<file path="src/rtl/rc_arbiter.sv">
// rc_arbiter
// Round-robin arbiter that lets two requesters share one combinational RC unit
// (AND / OR of two bits). A requester raises req with its operands; the
// arbiter latches the operands, drives them to the shared unit for SETTLE
// cycles, captures the unit's outputs into that requester's result
// registers, and pulses done for one cycle.
//
// Ports:
//   clk, rst_n          clock (rising edge), asynchronous active-low reset
//   req0, a0, b0        requester 0 request and operands
//   gnt0, done0         requester 0 owns the unit / result-updated pulse
//   z0, w0              requester 0 results (AND, OR)
//   req1 .. w1          same set for requester 1
//   rc_a, rc_b          operands driven to the shared RC unit
//   rc_z, rc_w          shared RC unit outputs (rc_a&rc_b, rc_a|rc_b)
//   busy                high whenever the arbiter is not idle
module rc_arbiter #(
   parameter int unsigned SETTLE = 1
) (
   input  logic clk,
   input  logic rst_n,
   input  logic req0,
   input  logic a0,
   input  logic b0,
   output logic gnt0,
   output logic done0,
   output logic z0,
   output logic w0,
   input  logic req1,
   input  logic a1,
   input  logic b1,
   output logic gnt1,
   output logic done1,
   output logic z1,
   output logic w1,
   output logic rc_a,
   output logic rc_b,
   input  logic rc_z,
   input  logic rc_w,
   output logic busy
);

   typedef enum logic [1:0] {
      IDLE  = 2'd0,
      GRANT = 2'd1,
      DONE  = 2'd2
   } state_t;

   // Count value reached on the final GRANT cycle.
   localparam logic [3:0] SETTLE_LAST = 4'(SETTLE - 1);

   state_t     state;
   state_t     next_state;
   logic [3:0] cnt;
   logic [3:0] next_cnt;
   logic       last_served;
   logic       owner;
   logic       op_a;
   logic       op_b;
   logic       grant_now;
   logic       grant_sel;
   logic       capture;

   // State and settle-counter register. Reset drops straight back to IDLE so
   // an operation in flight is simply abandoned.
   always_ff @(posedge clk or negedge rst_n) begin
      if (!rst_n) begin
         state <= IDLE;
         cnt   <= 4'd0;
      end else begin
         state <= next_state;
         cnt   <= next_cnt;
      end
   end

   // Next-state decode. On a tie the requester that was not served last wins,
   // which makes two continuously held requests alternate.
   always_comb begin
      next_state = state;
      next_cnt   = cnt;
      grant_now  = 1'b0;
      grant_sel  = 1'b0;
      capture    = 1'b0;
      case (state)
         IDLE: begin
            if (req0 || req1) begin
               grant_now  = 1'b1;
               grant_sel  = (req0 && req1) ? ~last_served : req1;
               next_state = GRANT;
               next_cnt   = 4'd0;
            end
         end
         GRANT: begin
            if (cnt == SETTLE_LAST) begin
               capture    = 1'b1;
               next_state = DONE;
               next_cnt   = 4'd0;
            end else begin
               next_cnt = cnt + 4'd1;
            end
         end
         DONE: begin
            next_state = IDLE;
         end
         default: begin
            next_state = IDLE;
            next_cnt   = 4'd0;
         end
      endcase
   end

   // Operand latch, owner tracking and per-requester result registers.
   // Operands are frozen at the grant edge so later changes on a*/b* cannot
   // disturb the operation; only the owner's results are ever written.
   always_ff @(posedge clk or negedge rst_n) begin
      if (!rst_n) begin
         last_served <= 1'b1;
         owner       <= 1'b0;
         op_a        <= 1'b0;
         op_b        <= 1'b0;
         z0          <= 1'b0;
         w0          <= 1'b0;
         z1          <= 1'b0;
         w1          <= 1'b0;
      end else begin
         if (grant_now) begin
            owner <= grant_sel;
            op_a  <= grant_sel ? a1 : a0;
            op_b  <= grant_sel ? b1 : b0;
         end
         if (capture) begin
            last_served <= owner;
            if (owner) begin
               z1 <= rc_z;
               w1 <= rc_w;
            end else begin
               z0 <= rc_z;
               w0 <= rc_w;
            end
         end
      end
   end

   // Outputs decode purely from registered state, so reset clears them
   // immediately without waiting for a clock edge.
   assign gnt0  = (state == GRANT) && !owner;
   assign gnt1  = (state == GRANT) &&  owner;
   assign done0 = (state == DONE)  && !owner;
   assign done1 = (state == DONE)  &&  owner;
   assign rc_a  = (state == GRANT) && op_a;
   assign rc_b  = (state == GRANT) && op_b;
   assign busy  = (state != IDLE);

endmodule

</file>
<file path="config.mk">
export PLATFORM = sky130hd
export DESIGN_NAME = rc_arbiter
export DESIGN_NICKNAME = d
export VERILOG_FILES = /design/src/rtl/rc_arbiter.sv
export SDC_FILE = /design/constraint.sdc
export NUM_CORES = 1
export LEC_CHECK = 0
export ABC_AREA = 1
export CAP_MARGIN = 10
export CORE_MARGIN = 2
export CORE_UTILIZATION = 45
export DETAILED_ROUTE_END_ITERATION = 6
export HOLD_SLACK_MARGIN = 0.15
export PLACE_DENSITY = 0.75
export SYNTH_ARGS = -nofsm -noshare
export SYNTH_HDL_FRONTEND = slang
export SYNTH_SLANG_ARGS = --single-unit
</file>
<file path="constraint.sdc">
create_clock -name clk -period 1.55 [get_ports clk]
set_input_delay 0.31 -clock clk [delete_from_list [all_inputs] [get_ports clk]]
set_output_delay 0.31 -clock clk [all_outputs]
set_load 0.05 [all_outputs]
</file>
==> results of run 1 <==
cells by family (layout without fill, tap and decap cells):
logic type / count (synthesis) / count (layout) / synth area share
buffers and inverters: 19 / 47 / 0.0979
adder cells (fa/ha/maj): 2 / 2 / 0.0344
AO/OA/AOI/OAI: 12 / 12 / 0.0825
XOR/XNOR: 1 / 1 / 0.0120
AND/OR/NAND/NOR: 42 / 42 / 0.290
flip-flops: 14 / 14 / 0.483
power breakdown:
part           total (uW)  internal, uW  switching (uW)
Sequential            671           508             163
Combinational        1580           683             894
Clock                 265           143             122
Total                2510          1340            1180
sequential cells by signal, summed over array words and instances (netlist names):
signal       cells
z1               1
w0               1
cnt              4
w1               1
z0               1
last_served      1
state            2
owner            1
op_a             1
op_b             1
cell usage in the layout, fill, tap and decap left out, drive strengths merged:
cell	Yosys	layout
dfrtp	13	13
clkdlybuf4s50	0	9
clkbuf	0	4
buf	0	15
xor2	1	1
dfstp	1	1
a21oi	2	2
ha	2	2
nand3b	2	2
nor2	8	8
o21ai	10	10
nand2	26	26
nand3	5	5
inv	19	19
nand4	1	1
layout make-up:
class | instances | area [um2] | area share
sequential | 14 | 355 | 0.303
multi-input combinational | 57 | 347 | 0.296
timing repair buffer | 24 | 340 | 0.290
inverter | 19 | 73.8 | 0.0630
clock buffer | 4 | 36.3 | 0.0309
tap | 16 | 20.0 | 0.0171
stage by stage:
stage / area, um2 / total power (uW)
final: 1170 / 2510
after floorplan: 728 / 1390
after global placement: 1050 / 2010
after global routing: 1170 / 2640
after CTS: 1090 / 2320
after detailed placement: 1050 / 2030
repair_timing:
action,4_1_cts,5_1_grt
buffers inserted,0,3
pin swaps,0,2
setup endpoints to repair,5,7
gates resized for setup,2,13
hold buffers,0,0
per-layer routing:
metal,routed length [um],part of all wire,GRT usage,vias to the layer above
met5,0,0,0,-
met3,52,0.029,0.0653,7
met4,51,0.029,0.0970,0
li1,-,-,-,335
met2,970,0.54,0.326,11
met1,712,0.40,0.240,329
worst max path at each step:
| stage | depth (start not counted) | start | end | slack [ns] |
|---|---|---|---|---|
| 6_report | 4 | state[0] | gnt1 | -0.0005 |
| 3_3_place_gp | 7 | req0 | op_a | 0.25 |
| 2_1_floorplan | 3 | state[0] | done0 | 0.03 |
| 4_1_cts | 4 | state[0] | done1 | -0.03 |
| 3_5_place_dp | 7 | req1 | op_b | 0.19 |
| 5_1_grt | 4 | state[0] | gnt1 | -0.06 |
==> results.cfg, run 1 <==
[sta]
worst_hold_margin_ns = 0.323
final_critical_path_setup_slack_ns = -0.000540
finalWorstPathRequiredPeriod_ns = 1.55
totalNegativeSetupSlack_ns = -0.000882
finalClockSkew_ns = 0.00774
setup_viol = 2
achievable_clock_frequency_ghz = 0.645
slew_at_the_pin_closest_to_its_max_slew_limit_ns = 0.192
fin_crit_sh = 1.00
grt_setup_unrepaired = yes
final-max-slew-violation-count = 0
slew-limit-headroom = 0.871
timing_hold_violations_final = 0

[drt]
drtPass1Iterations = 4
route.antenna.remaining_nets = 0
detail_route.wirelength_um = 1790
dr.first_iter.drc_count = 5
detailroute.via_count = 682
detail_route.wl_per_cell_um = 13.3
avgViaCountPerCell = 5.09
drc_errors = 0

[placed_design]
place.detailed.instances = 127
io_buffers = 20
dp_worst_setup_slack_ns = 0.188
place.gp.congestion = 0.758
dpl.hpwl_um = 1300

[clock_tree]
clk_transition_reported_paths_ns = 0.09
insertion_delay_ns = 0.29
cts.sink_count = 14
tritoncts = built
clk_root_buffer_cell = sky130_fd_sc_hd__clkbuf_4
clock_tree.htree_level_count = 1
numCtsBuffers = 3
ctsLongestPathBuffers = 2

[critical_path]
cp_data_required_time_ns = 1.24
crit_path_cell_trace = buf_12 -> nand2_8 -> nor2_4 -> buf_12
largest_fanout_of_any_net_on_the_critical_path = 7
critPathLaunchType = register
worst_path_largest_cell_delay_ns = 0.45
crit_slowest_cell = sky130_fd_sc_hd__dfrtp_2
endpoint_kind = output port
critPathTopFamily = flip-flops
worst-path-buf-inv = 2
worst_r2r_startpoint = cnt[0]
ff2ff_path_depth = 7
timing.critical_path.arrival_ns = 1.24
worst_path_most_repeated_cell = sky130_fd_sc_hd__buf_12
reg2reg_setup_slack_ns = 0.29
timing.rr.end = z1
crit_type = reg -> out

[die]
design.portCount = 21
rows = 14
initial_core_util = 0.483
die_h_um = 44.2
die_area_um2 = 1960
die_w_um = 44.2
coreArea_um2 = 1510

[power_and_ir_drop]
p_per_area_nw_per_um2 = 2140
power.leakage_uw = 0.000573
ir_drop_mv = 1.38

[logic_synthesis]
post_synth_num_cell_types = 19
post_synth_inst_count = 90
yosysTopAreaCell = sky130_fd_sc_hd__dfrtp_1
synth_register_bits = 14
synth_enable_flop_cells = 0
ys_top_cells_by_area = sky130_fd_sc_hd__dfrtp_1, sky130_fd_sc_hd__nand2_1, sky130_fd_sc_hd__inv_1, sky130_fd_sc_hd__o21ai_1, sky130_fd_sc_hd__dfstp_2
synth_fp_nets = 102
postSynth.topFlopCell = sky130_fd_sc_hd__dfrtp_1
syn_area_um2 = 728
ys_async_sr_fraction = 1.00
number_of_warnings_reported_in_the_yosys_synthesis_log = 0
synthTopCellsByCount = sky130_fd_sc_hd__nand2_1, sky130_fd_sc_hd__inv_1, sky130_fd_sc_hd__dfrtp_1
synth.avg_cell_area_um2 = 8.09
synth.most_common_cell = sky130_fd_sc_hd__nand2_1
seq_area_frac_synth = 0.483
yosys.area.top_type_share = 0.447

[layout]
area_growth_syn_to_layout_pct = 61.0
n_antenna_cell = 0
post_route_cells_drive_above_1_share = 0.347
fillerInstances = 96
post-route-util = 0.778
number_of_cells_in_the_finished_layout_apart_from_fillers = 134
final_nets = 131

[global_routing]
grt_pass1_vias = 659
grt_antenna_before_repair = 0
globalRoute.totalOverflow = 0
grt_pass1_wl_um = 2810
grt_start_max_net_pins = 15
track_usage = 0.201

[run_status]
failed_checks = setup timing
run_status = finished, violations left

[worst_hold_path]
class_of_the_tightest_hold_or_removal_check = in -> async

[run]
drv.max_cap_violation_count = 0
Note: power is estimated with default switching activity, not from simulation.
==> inputs of run 2 (changes only) <==
CORE_ASPECT_RATIO = 1.5   (was default)
CORE_UTILIZATION = 35   (was 45)
PLACE_DENSITY = 0.61   (was 0.75)
clock period = 1.8 ns   (was 1.55 ns; I/O delays follow)
==> results.cfg, run 2 (same netlist as run 1, synthesis figures left out) <==
[run_status]
run_status = finished, final reports clean

[sta]
fin_crit_sh = 0.903
timing_hold_violations_final = 0
setup_viol = 0
slew_at_the_pin_closest_to_its_max_slew_limit_ns = 0.220
slew-limit-headroom = 0.854
finalWorstPathRequiredPeriod_ns = 1.63
finalClockSkew_ns = 0.00805
final_critical_path_setup_slack_ns = 0.175
totalNegativeSetupSlack_ns = 0
final-max-slew-violation-count = 0
achievable_clock_frequency_ghz = 0.615
grt_setup_unrepaired = no

[layout]
post_layout_inst_area_um2 = 1050
post_route_cells_drive_above_1_share = 0.252
largest_register_ffs = 4
biggestRegsByFlops = cnt: 4 flops, state: 2 flops
most-common-layout-cells = sky130_fd_sc_hd__nand2_1, sky130_fd_sc_hd__inv_1, sky130_fd_sc_hd__dfrtp_1
n_antenna_cell = 0
fillerInstances = 196
final_nets = 128
max_flop_register = cnt
area_growth_syn_to_layout_pct = 43.8
number_of_cells_in_the_finished_layout_apart_from_fillers = 137
mostFrequentLayoutCell = sky130_fd_sc_hd__nand2_1
post-route-util = 0.523

[global_routing]
track_usage = 0.147
grt_pass1_wl_um = 2460
grt_antenna_before_repair = 0
grt_start_max_net_pins = 15
grt_pass1_vias = 598
globalRoute.totalOverflow = 0

[clock_tree]
clk_root_buffer_cell = sky130_fd_sc_hd__clkbuf_4
insertion_delay_ns = 0.28
clk_transition_reported_paths_ns = 0.09
ctsResizeCount = 0
cts.sink_count = 14
clock_tree.htree_level_count = 1
cts.hold.buffers_added = 0
ctsLongestPathBuffers = 2
tritoncts = built
numCtsBuffers = 3
postCtsSetupRepairBufs = 0

[critical_path]
largest_fanout_of_any_net_on_the_critical_path = 3
critPathLaunchType = register
endpoint_kind = output port
worst_r2r_startpoint = cnt[0]
reg2reg_setup_slack_ns = 0.53
timing.critical_path.arrival_ns = 1.27
cp_data_required_time_ns = 1.44
crit_type = reg -> out
timing.rr.end = w1
ff2ff_path_depth = 7

[power_and_ir_drop]
seqPwrFrac = 0.286
p_int_uw = 942
power_switching_uw = 877
power.leakage_uw = 0.000541
switching_share = 0.482
ir_drop_mv = 1.01
p_per_area_nw_per_um2 = 1740
power_frac_comb = 0.588
power_frac_clock = 0.126

[drt]
drc_errors = 0
detail_route.wirelength_um = 1470
drtPass1Iterations = 4
route.antenna.remaining_nets = 0
detail_route.wl_per_cell_um = 10.8
avgViaCountPerCell = 4.53
detailroute.via_count = 621
dr.first_iter.drc_count = 7

[run]
drv.max_cap_violation_count = 0

[placed_design]
dp_worst_setup_slack_ns = 0.419
place.detailed.instances = 133
placed_instance_area_um2 = 1010
io_buffers = 20
place.gp.congestion = 0.784
dpl.hpwl_um = 1170

[die]
design.portCount = 21
die_w_um = 41.2
coreArea_um2 = 2000
die_h_um = 59.9
rows = 20
initial_core_util = 0.364
die_area_um2 = 2470

[worst_hold_path]
class_of_the_tightest_hold_or_removal_check = in -> async
-- run 2: changes by cell type in the layout (fill, tap and decap cells not counted), moves of 2 or more --
cell | before | now
sky130_fd_sc_hd__dfrtp_2 | 3 | 0
sky130_fd_sc_hd__buf_4 | 4 | 6
sky130_fd_sc_hd__dfrtp_1 | 10 | 13
sky130_fd_sc_hd__nor2_1 | 1 | 5
sky130_fd_sc_hd__nor2_4 | 6 | 2
sky130_fd_sc_hd__buf_12 | 11 | 6
-- run 2: layout make-up --
class / count / area, um2 / share of cell area
Sequential cell: 14 / 352 / 0.336
Tap cell: 22 / 27.5 / 0.0263
Clock buffer: 4 / 36.3 / 0.0346
Inverter: 19 / 71.3 / 0.0681
Timing Repair Buffer: 21 / 255 / 0.244
Multi-Input combinational cell: 57 / 305 / 0.292
-- run 2: how the worst max path moves through the flow --
stage | to | cells after the start | slack [ns] | from
floorplan | done0 | 3 | 0.23 | state[0]
global placement | op_b | 7 | 0.42 | req0
detailed placement | op_b | 7 | 0.42 | req1
CTS | done1 | 4 | 0.16 | state[0]
global route | done1 | 4 | 0.09 | state[0]
finish | done1 | 4 | 0.17 | state[0]
-- run 2: critical path, stage by stage, from the launching register on --
cell and delay [ns]:
sky130_fd_sc_hd__dfrtp_1 0.44, sky130_fd_sc_hd__inv_1 0.11, sky130_fd_sc_hd__nand2_1 0.08, sky130_fd_sc_hd__nor2_1 0.18
sky130_fd_sc_hd__buf_12 0.17
-- run 2: power groups by stage --
stage	Sequential [uW]	Combinational, uW	Clock, uW
detailed placement	527	1080	0
global route	534	1150	253
floorplan	660	537	0
CTS	521	1080	235
finish	520	1070	229
global placement	524	1070	0
-- run 2: stage by stage --
| step | power [uW] | hold slack, ns |
|---|---|---|
| after floorplan | 1200 | 0.0644 |
| after global placement | 1600 | 0.467 |
| after detailed placement | 1610 | 0.479 |
| after CTS | 1840 | 0.371 |
| after global routing | 1930 | 0.401 |
| final | 1820 | 0.370 |
-- run 2: layer usage --
layer	vias to the layer above	global-route usage	part of all wire
met5	-	0	0
met4	0	0.0691	0.017
met3	4	0.0335	0.041
met2	15	0.234	0.53
met1	274	0.180	0.41
li1	328	-	-
==> inputs of run 3 (changes only) <==
SLEW_MARGIN = 20   (was default)
==> results of run 3 <==
The final DEF is identical to that of run 2; final timing and power are the same.
